--- src/rtl/uart_boot_loader.sv ---
// uart_boot_loader: receives a framed program image over UART (8N1) and
// writes it word-by-word into instruction SRAM as an AHB-Lite master.
// The core is held in reset until the image checksum verifies; the host
// is answered with one ACK (8'h06) or NAK (8'h15) byte on uart_tx.
// Ports:
//   clk, rst        system clock, synchronous active-high reset
//   uart_rx         asynchronous serial input, idle high
//   uart_tx         serial output for the ACK/NAK byte
//   haddr..hwdata   AHB-Lite master outputs (single word writes only)
//   hready, hresp   AHB-Lite slave response
//   core_rst        holds the CPU in reset until the load is verified
//   load_done       sticky, image written and checksum matched
//   load_err        sticky, framing/length/bus/checksum error
module uart_boot_loader #(
    parameter int unsigned CLK_DIV   = 868,
    parameter logic [31:0] BASE_ADDR = 32'h0000_0000,
    parameter int unsigned MAX_WORDS = 4096
) (
    input  logic        clk,
    input  logic        rst,
    input  logic        uart_rx,
    output logic        uart_tx,
    output logic [31:0] haddr,
    output logic [1:0]  htrans,
    output logic        hwrite,
    output logic [2:0]  hsize,
    output logic [2:0]  hburst,
    output logic [31:0] hwdata,
    input  logic        hready,
    input  logic        hresp,
    output logic        core_rst,
    output logic        load_done,
    output logic        load_err
);
    localparam int unsigned CW       = $clog2(CLK_DIV + 1);
    localparam logic [CW-1:0] DIV_END  = CW'(CLK_DIV - 1);
    localparam logic [CW-1:0] HALF_END = CW'(CLK_DIV / 2 - 1);
    localparam logic [7:0] SYNC_BYTE = 8'hA5;
    localparam logic [7:0] ACK_BYTE  = 8'h06;
    localparam logic [7:0] NAK_BYTE  = 8'h15;
    localparam logic [1:0] HT_IDLE   = 2'b00;
    localparam logic [1:0] HT_NONSEQ = 2'b10;

    typedef enum logic [1:0] {RX_IDLE, RX_START, RX_DATA, RX_STOP} rx_state_e;
    typedef enum logic [1:0] {B_IDLE, B_ADDR, B_DATA} bus_state_e;
    typedef enum logic [2:0] {S_SYNC, S_LEN0, S_LEN1, S_DATA,
                              S_CHK, S_SEND, S_DONE, S_ERROR} state_e;

    // RX registers
    logic [1:0]    rx_sync_q;
    logic          rx_prev_q;
    rx_state_e     rx_state_q;
    logic [CW-1:0] rx_cnt_q;
    logic [2:0]    rx_bit_q;
    logic [7:0]    rx_byte_q;
    logic          rx_valid_q;
    logic          rx_ferr_q;
    logic          rx_s_c;

    // Main FSM registers
    state_e        state_q;
    bus_state_e    bus_q;
    logic [15:0]   len_q;
    logic [15:0]   word_idx_q;
    logic [1:0]    byte_cnt_q;
    logic [31:0]   asm_q;
    logic [7:0]    csum_q;
    logic [8:0]    tx_shift_q;
    logic [3:0]    tx_bits_q;
    logic [CW-1:0] tx_cnt_q;
    logic          send_ok_q;

    logic [15:0]   len_c;
    logic          word_fire_c;
    logic          bus_done_c;
    logic          bus_err_c;

    assign rx_s_c      = rx_sync_q[1];
    assign len_c       = {rx_byte_q, len_q[7:0]};
    assign word_fire_c = (state_q == S_DATA) && rx_valid_q && (byte_cnt_q == 2'd3)
                         && (bus_q == B_IDLE);
    assign bus_err_c   = (bus_q == B_DATA) && hresp;
    assign bus_done_c  = (bus_q == B_DATA) && !hresp && hready;
    assign hsize       = 3'b010;
    assign hburst      = 3'b000;

    // UART receiver: start bit re-checked at mid-bit to reject glitches
    always_ff @(posedge clk) begin
        if (rst) begin
            rx_sync_q  <= 2'b11;
            rx_prev_q  <= 1'b1;
            rx_state_q <= RX_IDLE;
            rx_cnt_q   <= '0;
            rx_bit_q   <= '0;
            rx_byte_q  <= '0;
            rx_valid_q <= 1'b0;
            rx_ferr_q  <= 1'b0;
        end else begin
            rx_sync_q  <= {rx_sync_q[0], uart_rx};
            rx_prev_q  <= rx_s_c;
            rx_valid_q <= 1'b0;
            rx_ferr_q  <= 1'b0;
            case (rx_state_q)
                RX_IDLE: begin
                    if (rx_prev_q && !rx_s_c) begin
                        rx_state_q <= RX_START;
                        rx_cnt_q   <= '0;
                    end
                end
                RX_START: begin
                    if (rx_cnt_q == HALF_END) begin
                        rx_cnt_q   <= '0;
                        rx_bit_q   <= '0;
                        rx_state_q <= rx_s_c ? RX_IDLE : RX_DATA;
                    end else begin
                        rx_cnt_q <= rx_cnt_q + CW'(1);
                    end
                end
                RX_DATA: begin
                    if (rx_cnt_q == DIV_END) begin
                        rx_cnt_q  <= '0;
                        rx_byte_q <= {rx_s_c, rx_byte_q[7:1]};
                        if (rx_bit_q == 3'd7) rx_state_q <= RX_STOP;
                        else                  rx_bit_q   <= rx_bit_q + 3'd1;
                    end else begin
                        rx_cnt_q <= rx_cnt_q + CW'(1);
                    end
                end
                RX_STOP: begin
                    if (rx_cnt_q == DIV_END) begin
                        rx_state_q <= RX_IDLE;
                        rx_valid_q <= rx_s_c;
                        rx_ferr_q  <= !rx_s_c;
                    end else begin
                        rx_cnt_q <= rx_cnt_q + CW'(1);
                    end
                end
                default: rx_state_q <= RX_IDLE;
            endcase
        end
    end

    // AHB-Lite write master: one outstanding single transfer
    always_ff @(posedge clk) begin
        if (rst) begin
            bus_q  <= B_IDLE;
            haddr  <= '0;
            htrans <= HT_IDLE;
            hwrite <= 1'b0;
            hwdata <= '0;
        end else begin
            case (bus_q)
                B_IDLE: begin
                    if (word_fire_c) begin
                        bus_q  <= B_ADDR;
                        htrans <= HT_NONSEQ;
                        hwrite <= 1'b1;
                        haddr  <= BASE_ADDR + 32'({word_idx_q, 2'b00});
                        hwdata <= {rx_byte_q, asm_q[31:8]};
                    end
                end
                B_ADDR: begin
                    if (hready) begin
                        bus_q  <= B_DATA;
                        htrans <= HT_IDLE;
                        hwrite <= 1'b0;
                    end
                end
                B_DATA: begin
                    if (hresp || hready) bus_q <= B_IDLE;
                end
                default: bus_q <= B_IDLE;
            endcase
        end
    end

    // Frame parser, checksum, ACK/NAK transmitter and status outputs
    always_ff @(posedge clk) begin
        if (rst) begin
            state_q    <= S_SYNC;
            len_q      <= '0;
            word_idx_q <= '0;
            byte_cnt_q <= '0;
            asm_q      <= '0;
            csum_q     <= '0;
            tx_shift_q <= '1;
            tx_bits_q  <= '0;
            tx_cnt_q   <= '0;
            send_ok_q  <= 1'b0;
            uart_tx    <= 1'b1;
            core_rst   <= 1'b1;
            load_done  <= 1'b0;
            load_err   <= 1'b0;
        end else begin
            case (state_q)
                S_SYNC, S_ERROR: begin
                    if (rx_valid_q && rx_byte_q == SYNC_BYTE) begin
                        state_q    <= S_LEN0;
                        load_err   <= 1'b0;
                        word_idx_q <= '0;
                        byte_cnt_q <= '0;
                        csum_q     <= '0;
                    end
                end
                S_LEN0: begin
                    if (rx_valid_q) begin
                        len_q[7:0] <= rx_byte_q;
                        state_q    <= S_LEN1;
                    end
                end
                S_LEN1: begin
                    if (rx_valid_q) begin
                        len_q <= len_c;
                        if (32'(len_c) > MAX_WORDS) begin
                            // Oversized image: NAK now, then park in ERROR
                            state_q    <= S_SEND;
                            send_ok_q  <= 1'b0;
                            uart_tx    <= 1'b0;
                            tx_shift_q <= {1'b1, NAK_BYTE};
                            tx_bits_q  <= 4'd9;
                            tx_cnt_q   <= '0;
                        end else if (len_c == 16'd0) begin
                            state_q <= S_CHK;
                        end else begin
                            state_q <= S_DATA;
                        end
                    end
                end
                S_DATA: begin
                    if (bus_err_c) begin
                        state_q  <= S_ERROR;
                        load_err <= 1'b1;
                    end else begin
                        if (bus_done_c) begin
                            word_idx_q <= word_idx_q + 16'd1;
                            if (word_idx_q + 16'd1 == len_q) state_q <= S_CHK;
                        end
                        if (rx_valid_q) begin
                            asm_q      <= {rx_byte_q, asm_q[31:8]};
                            csum_q     <= csum_q + rx_byte_q;
                            byte_cnt_q <= byte_cnt_q + 2'd1;
                            // Word completed while the previous one is still on the bus
                            if (byte_cnt_q == 2'd3 && bus_q != B_IDLE) begin
                                state_q  <= S_ERROR;
                                load_err <= 1'b1;
                            end
                        end
                    end
                end
                S_CHK: begin
                    if (rx_valid_q) begin
                        state_q    <= S_SEND;
                        send_ok_q  <= (rx_byte_q == csum_q);
                        uart_tx    <= 1'b0;
                        tx_shift_q <= {1'b1, (rx_byte_q == csum_q) ? ACK_BYTE : NAK_BYTE};
                        tx_bits_q  <= 4'd9;
                        tx_cnt_q   <= '0;
                    end
                end
                S_SEND: begin
                    // Start bit is already on the line; shift 8 data bits and stop bit
                    if (tx_cnt_q == DIV_END) begin
                        tx_cnt_q <= '0;
                        if (tx_bits_q == 4'd0) begin
                            if (send_ok_q) begin
                                state_q   <= S_DONE;
                                load_done <= 1'b1;
                                core_rst  <= 1'b0;
                            end else begin
                                state_q  <= S_ERROR;
                                load_err <= 1'b1;
                            end
                        end else begin
                            uart_tx    <= tx_shift_q[0];
                            tx_shift_q <= {1'b1, tx_shift_q[8:1]};
                            tx_bits_q  <= tx_bits_q - 4'd1;
                        end
                    end else begin
                        tx_cnt_q <= tx_cnt_q + CW'(1);
                    end
                end
                S_DONE: ;
                default: state_q <= S_ERROR;
            endcase

            // Framing error aborts any load in progress
            if (rx_ferr_q && state_q != S_SEND && state_q != S_DONE) begin
                state_q  <= S_ERROR;
                load_err <= 1'b1;
            end
        end
    end
endmodule

--- config.mk ---
export PLATFORM = sky130hd
export DESIGN_NAME = uart_boot_loader
export DESIGN_NICKNAME = d
export VERILOG_FILES = /design/src/rtl/uart_boot_loader.sv
export SDC_FILE = /design/constraint.sdc
export NUM_CORES = 1
export LEC_CHECK = 0
export CORE_MARGIN = 5
export CORE_UTILIZATION = 55
export DETAILED_ROUTE_END_ITERATION = 16
export PLACE_DENSITY = 0.73
export SYNTH_ARGS = -nofsm -noshare
export SYNTH_HDL_FRONTEND = slang
export SYNTH_SLANG_ARGS = --single-unit
--- constraint.sdc ---
create_clock -name clk -period 4.36 [get_ports clk]
set_input_delay 0.872 -clock clk [delete_from_list [all_inputs] [get_ports clk]]
set_output_delay 0.872 -clock clk [all_outputs]
set_load 0.005 [all_outputs]
==> summary.md, run 1 <==
| Metric | Value |
|---|---|
| Status | finished, final reports clean |
| Num CTS Buffers | 17 |
| Mean routed wirelength per cell | 14.5 um |
| Worst-path maximum fanout | 4 |
| Final hold viol count | 0 |
| Starting density of the core | between 50% and 60% |
| Hold path startpoint | rx_sync_q[0]$_SDFF_PP1_ |
| Ys async rst share | 0% |
| Layout cell share with drive strength beyond 1 | around 5.6% |
| Setup crit end kind | register |
| Synthesized cell area | between 8000 and 9000 sq um |
| Count of pins over their slew limit | 0 |
| Clk sinks | about 180 |
| Leakage power | ~3.2 nW |
| Finished Core Util | 62.6% |
| First-pass GRT wire length | about 31 mm |
| Inst Count DP | around 1300 |
| Worst hold-check path type | register to register |
| Number of hold buffers added after cts | 0 |
| Die W | 134 um |
| DR pass1 iterations | 6 |
| Final #Nets | around 1100 |
| Clock power frac | between 40% and 50% |
| TNS Setup | 0 ns |
| Via count | 7204 |
| GP Congestion | 0.919 |
| CTS max path bufs | 2 |
| Die ar. | 17900 sq um |
| Die H | approximately 130 um |
| Detail Route Antenna Nets | 0 |
| R2R cell count | 8 |
| Gate power share | between 7 and 8% |
| Antenna violations before repair | 0 |
| Vias in the first global route | approximately 6200 |
| Non-Filler Instances | around 1300 |
| Sequential share of power | between 40% and 50% |
| Post-synthesis cell type count | 80 |
| Final Setup Violations | 0 |
| #FFs+latches synth | 175 |
| Final hold slack | approximately 0.42 ns |
| Dpl ws | around 1.0 ns |
| FF-to-FF End | state_q[2]$_SDFFE_PP0P_ |
| Seq/Total Area, Yosys | a little over two fifths |
| PnR worst setup slack | around 1.4 ns |
| Power consumption | about 3.4 mW |
| P_int | about 2.5 mW |
| Final min period | slightly below 3 ns |
| Unrepaired setup endpoints after global routing | false |
| Hold path depth | 1 |
| P_sw | approximately 0.94 mW |
| N_diodes | 0 |
| Syn_area_per_cell | between 7 and 8 sq um |
| Post-CTS Resized | 0 |
| Port Buffers | 58 |
| Hold path endpoint | rx_sync_q[1]$_SDFF_PP1_ |
| Post-Route WL | 18.5 mm |
| Largest net degree at the start of global routing | slightly above 100 |
| Worst EP arrival | roughly 3.2 ns |
| H-tree levels | 4 |
| EDFF count, synth | 0 |
| Crit path kind | input pin to register |
| Clk_lat worst skew | roughly 0.44 ns |
| Core Rows | 45 |
| Finished layout cell area | approximately 9400 sq um |
| Post CTS Setup Buffer Count | 0 |
| DR vias/cell | around 5.6 |
| Max Clk Rate | about 340 MHz |
| Core Area | approximately 15000 sq um |
| All-Layer GR Usage | between 20% and 30% |
| DR DRC count | 0 |
| R2R Path Start | word_idx_q[0]$_SDFFE_PP0P_ |
| Fin crit share | 67.6% |
| Post-Syn Instances | roughly 1100 |
| Worst clock skew | around 0.011 ns |
| Most frequent cells in the layout | 209 x nand2_1, 175 x dfxtp_1, 143 x a21oi_1, 108 x nor2_1, 57 x clkdlybuf4s50_1 |
| I/O pin count | 82 |
| Commonest non-fill, non-tap cell in the layout | nand2_1 |
| Max cap viols | 0 |
| CTS Root Cell | clkbuf_16 |
| Startpoint types | input pin |
| Pwr/cell area | ~360 nW/um^2 |
| Initial DRC count | ~600 |
| Sw Share | 27.5% |
| Crit path required time | ~4.6 ns |
| Max_slew headroom | between 30% and 40% |
| Max IR drop VDD | approximately 230 uV |
| Area grow syn2layout | 12.4% |
| Tightest Pin Transition | between 0.9 and 1 ns |
| Total grt overflow | 0 |
| Cell Area, Placed | 8860 sq um |
| Most common flop cell mapped by yosys | dfxtp_1 |
| CTS clk-pin slew, worst paths | roughly 0.070 ns |
| Ys Warns | 0 |
| Post-DP HPWL | ~12 mm |
| TritonCTS clock tree | done |
| R2R Setup Slk | 1.55 ns |
==> state kept, by name, indices dropped and copies added (netlist names), 10 cells and up, named ones only <==
signal / count
hwdata: 32
asm_q: 24
haddr: 16
len_q: 16
word_idx_q: 16
rx_cnt_q: 10
tx_cnt_q: 10
==> layer usage <==
layer | share of wire (%) | GRT usage, % | wire length (um)
met2 | 44 | 31.2 | 8230
met5 | 0 | 0 | 0
met1 | 49 | 30.0 | 9140
met4 | 1.7 | 7.31 | 323
met3 | 4.6 | 3.66 | 861
==> worst max-delay path, cell delays in order <==
cell             delay, ns
clkdlybuf4s50_1       0.46
nand4bb_1             0.36
a2111oi_1             0.50
o311ai_0              0.23
nor4_1                0.22
o2111ai_1             0.17
o31ai_1               0.30
a211oi_1              0.11
==> final cells by class <==
cell class | count | area, sq um
clock buffer | 17 | 425
clock inverter | 15 | 164
fill | 1381 | 5640
inverter | 20 | 75.1
multi-input combinational | 804 | 4410
sequential | 175 | 3500
tap | 188 | 235
timing repair buffer | 64 | 636
==> cell usage after synthesis (all sizes together) (3+ instances only) <==
master | count | share of area (%)
o21ai | 34 | 2.0
o31ai | 3 | 0.27
nor2 | 108 | 4.8
a311oi | 5 | 0.52
nor2b | 7 | 0.52
or3 | 6 | 0.46
a211oi | 8 | 0.71
xor2 | 14 | 1.5
nor3 | 23 | 1.4
xnor2 | 21 | 2.2
nand3 | 35 | 2.3
clkbuf | 59 | 2.7
inv | 20 | 0.89
nand2 | 209 | 9.3
nor4 | 19 | 1.8
a21oi | 143 | 8.5
and3 | 11 | 0.83
and2 | 4 | 0.30
o21bai | 3 | 0.31
a31oi | 6 | 0.45
o22ai | 4 | 0.30
a211o | 9 | 0.94
dfxtp | 175 | 42
or2 | 5 | 0.37
ha | 16 | 2.4
mux2i | 11 | 1.3
buf | 39 | 3.3
nand4 | 12 | 1.1
a21o | 11 | 0.98
nand3b | 3 | 0.27
a22oi | 11 | 0.98
nand2b | 6 | 0.45
==> power groups by stage <==
stage               Clock (mW)  Sequential (mW)  Combinational (mW)
floorplan                    0             1.65               0.252
global placement             0             1.70               0.245
detailed placement           0             1.70               0.242
CTS                       1.53             1.66               0.243
global route              1.60             1.67               0.280
finish                    1.50             1.66               0.250
==> cell families after synthesis <==
group                      share of synthesized area (%)
DFF                                                 41.7
adders and majority gates                           2.62
buffers and inverters                               6.91
other                                             0.0893
xor gates and xnor gates                            3.65
and+or+nand+nor                                     25.7
AOI/OAI and AO/OA                                   17.8
muxes                                               1.58
==> how the worst max path moves through the flow <==
| stage | cells past startpoint | from | slack (ns) | endpoint |
|---|---|---|---|---|
| 2_1_floorplan | 7 | hresp | 1.87 | state_q[1]$_SDFFE_PP0P_ |
| 3_3_place_gp | 8 | hresp | 1.10 | state_q[1]$_SDFFE_PP0P_ |
| 3_5_place_dp | 8 | hresp | 1.00 | state_q[1]$_SDFFE_PP0P_ |
| 4_1_cts | 8 | hresp | 1.47 | state_q[0]$_SDFFE_PP0P_ |
| 5_1_grt | 8 | hresp | 1.18 | state_q[0]$_SDFFE_PP0P_ |
| 6_report | 8 | hresp | 1.41 | state_q[0]$_SDFFE_PP0P_ |
Power figures use the tool's default switching activity.
==> run 2, diff against run 1 <==
==> constraint.sdc (replaced) <==
create_clock -name clk -period 2.8 [get_ports clk]
set_input_delay 0.56 -clock clk [delete_from_list [all_inputs] [get_ports clk]]
set_output_delay 0.56 -clock clk [all_outputs]
set_load 0.005 [all_outputs]
==> run 2 against run 1 <==
  * Utilization is 1.9 points higher
  * Sequential power is 55% higher
  * Critical path type is now register to register
  * Clock skew is 0.0026 ns lower
  * Hold slack better by 0.0069 ns
  * Sequential cell count stayed put
  * Largest cell class unchanged
==> summary.md, run 2 (synthesized netlist as in run 1, its figures left out) <==
| Metric | Value |
|---|---|
| P_int | 3.90 mW (+58%) |
| Die H | 134 um (unchanged) |
| DR vias/cell | 5.59 (-0.37%) |
| Commonest non-fill, non-tap cell in the layout | nand2_1 |
| Startpoint types | register |
| Final hold viol count | 0 (unchanged) |
| Leakage power | 3.41 nW (+5.3%) |
| DR pass1 iterations | 5 (-1) |
| CTS clk-pin slew, worst paths | 0.07 ns (about the same) |
| Die ar. | 17900 sq um (unchanged) |
| First-pass GRT wire length | 32.3 mm (+3.8%) |
| All-Layer GR Usage | 21.7% (+0.92 points) |
| Fin crit share | 88.9% |
| Max reg flops | 32 (unchanged) |
| Worst EP arrival | 2.86 ns (-0.37 ns) |
| P_sw | 1.46 mW (+55%) |
| Area grow syn2layout | 15.7% |
| Largest net degree at the start of global routing | 112 (+8.7%) |
| Max cap viols | 0 (unchanged) |
| TNS Setup | 0 ns (unchanged) |
| Crit path kind | register to register |
| Core Rows | 45 (unchanged) |
| PnR worst setup slack | 0.311 ns (-1.10 ns) |
| Setup crit end kind | register |
| N_diodes | 0 (unchanged) |
| Final hold slack | 0.426 ns (+0.00685 ns) |
| CTS Root Cell | clkbuf_16 |
| Layout cell share with drive strength beyond 1 | 8.43% (+2.9 points) |
| Dpl ws | -0.231 ns (-1.23 ns) |
| CTS max path bufs | 2 (unchanged) |
| H-tree levels | 4 (unchanged) |
| Final #Nets | 1136 (+2.9%) |
| Detail Route Antenna Nets | 0 (unchanged) |
| Final Setup Violations | 0 (unchanged) |
| Worst hold-check path type | register to register |
| Post-Route WL | 19.4 mm (+4.7%) |
| Clk_lat worst skew | 0.44 ns (about the same) |
| Non-Filler Instances | 1315 (+2.5%) |
| Vias in the first global route | 6462 (+3.6%) |
| Largest Register | hwdata |
| Mean routed wirelength per cell | 14.8 um (+2.1%) |
| Worst clock skew | 0.00876 ns (-0.00257 ns) |
| Most frequent cells in the layout | 209 x nand2_1, 175 x dfxtp_1, 143 x a21oi_1, 108 x nor2_1, 57 x clkdlybuf4s50_1 |
| Final min period | about 2.5 ns |
| Antenna violations before repair | 0 (unchanged) |
| Initial DRC count | 748 (+28%) |
| TritonCTS clock tree | done |
| Post-DP HPWL | 13.0 mm (+6.0%) |
| Pwr/cell area | 551 nW/um^2 (+52%) |
| Max Clk Rate | 402 MHz |
| Max IR drop VDD | 383 uV (+64%) |
| Gate power share | 8.0% (+0.7 points) |
| Tightest Pin Transition | 0.866 ns (-0.0986 ns) |
| I/O pin count | 82 (unchanged) |
| Count of pins over their slew limit | 0 (unchanged) |
| Core Area | 15100 sq um (unchanged) |
| Clock power frac | 44.1% (about the same) |
| DR DRC count | 0 (unchanged) |
| Starting density of the core | 55.7% (unchanged) |
| Sw Share | 27.2% (-0.26 points) |
| Inst Count DP | 1283 (+2.6%) |
| Crit path required time | 3.17 ns (-1.47 ns) |
| Largest regs | hwdata (32), asm_q (24) |
| Clk sinks | 175 (unchanged) |
| Num CTS Buffers | 17 (unchanged) |
| Unrepaired setup endpoints after global routing | false |
| Port Buffers | 58 (unchanged) |
| Total grt overflow | 0 (unchanged) |
| Worst-path maximum fanout | 5 (+1) |
| GP Congestion | 0.943 (+2.7%) |
| Sequential share of power | 47.9% (-0.8 points) |
| Die W | 134 um (unchanged) |
| Max_slew headroom | 42.3% (+6.7 points) |
| Via count | 7356 (+2.1%) |
| Status | finished, final reports clean |
## run 2: cell types whose count changed in the layout (fill, tap and decap cells not counted), sizes merged
cell / change
clkbuf: +1
buf: +32
inv: -1
## run 2: critical path, cell delays in order, from the launching register on
cell and delay, ns:
dfxtp_1 0.45, ha_2 0.29, nand3_2 0.14, nor4_4 0.31, nand3_1 0.17, nor3_1 0.34, nor2_1 0.08, or4b_1 0.52
a21oi_1 0.13
## run 2: per-layer routing
metal	vias up	track usage [%]	part of all wire, %
met4	0	6.97	1.4
li1	3746	-	-
met1	3395	31.2	49
met2	194	33.3	45
met3	21	3.63	4.8
met5	-	0	0
## run 2: final timing paths
check / end / slack [ns] / cells past startpoint / from
max: state_q[2]$_SDFFE_PP0P_ / 0.31 / 8 / word_idx_q[1]$_SDFFE_PP0P_
min: rx_sync_q[1]$_SDFF_PP1_ / 0.43 / 1 / rx_sync_q[0]$_SDFF_PP1_
max reg2reg: state_q[2]$_SDFFE_PP0P_ / 0.31 / 8 / word_idx_q[1]$_SDFFE_PP0P_
min reg2reg: rx_sync_q[1]$_SDFF_PP1_ / 0.43 / 1 / rx_sync_q[0]$_SDFF_PP1_
## run 2: power groups by stage
stage	Clock (mW)	Sequential [mW]	Combinational [mW]
4_1_cts	2.40	2.57	0.427
5_1_grt	2.53	2.57	0.480
3_3_place_gp	0	2.62	0.427
2_1_floorplan	0	2.58	0.392
6_report	2.36	2.57	0.429
3_5_place_dp	0	2.62	0.423
## run 2: repair_timing
action                     CTS  global route
buffers inserted             0             0
setup endpoints to repair    0             2
hold endpoints to repair     0             0
gates resized for setup      0             2
hold buffers                 0             0
## run 2: layout make-up
type	count	area (sq um)
clock buffer	18	439
fill	1363	5360
timing repair buffer	96	901
multi-input combinational	804	4420
tap	188	235
sequential	175	3500
inverter	20	75.1
clock inverter	14	161
## run 2: metrics by stage
step                      cell area (sq um)  power [mW]  utilization, %
after floorplan                        8490        2.97               -
after global placement                 9120        3.05            60.5
after detailed placement               9120        3.05            60.5
after CTS                              9720        5.39            64.4
after global routing                   9730        5.58            64.5
final                                  9730        5.36            64.5
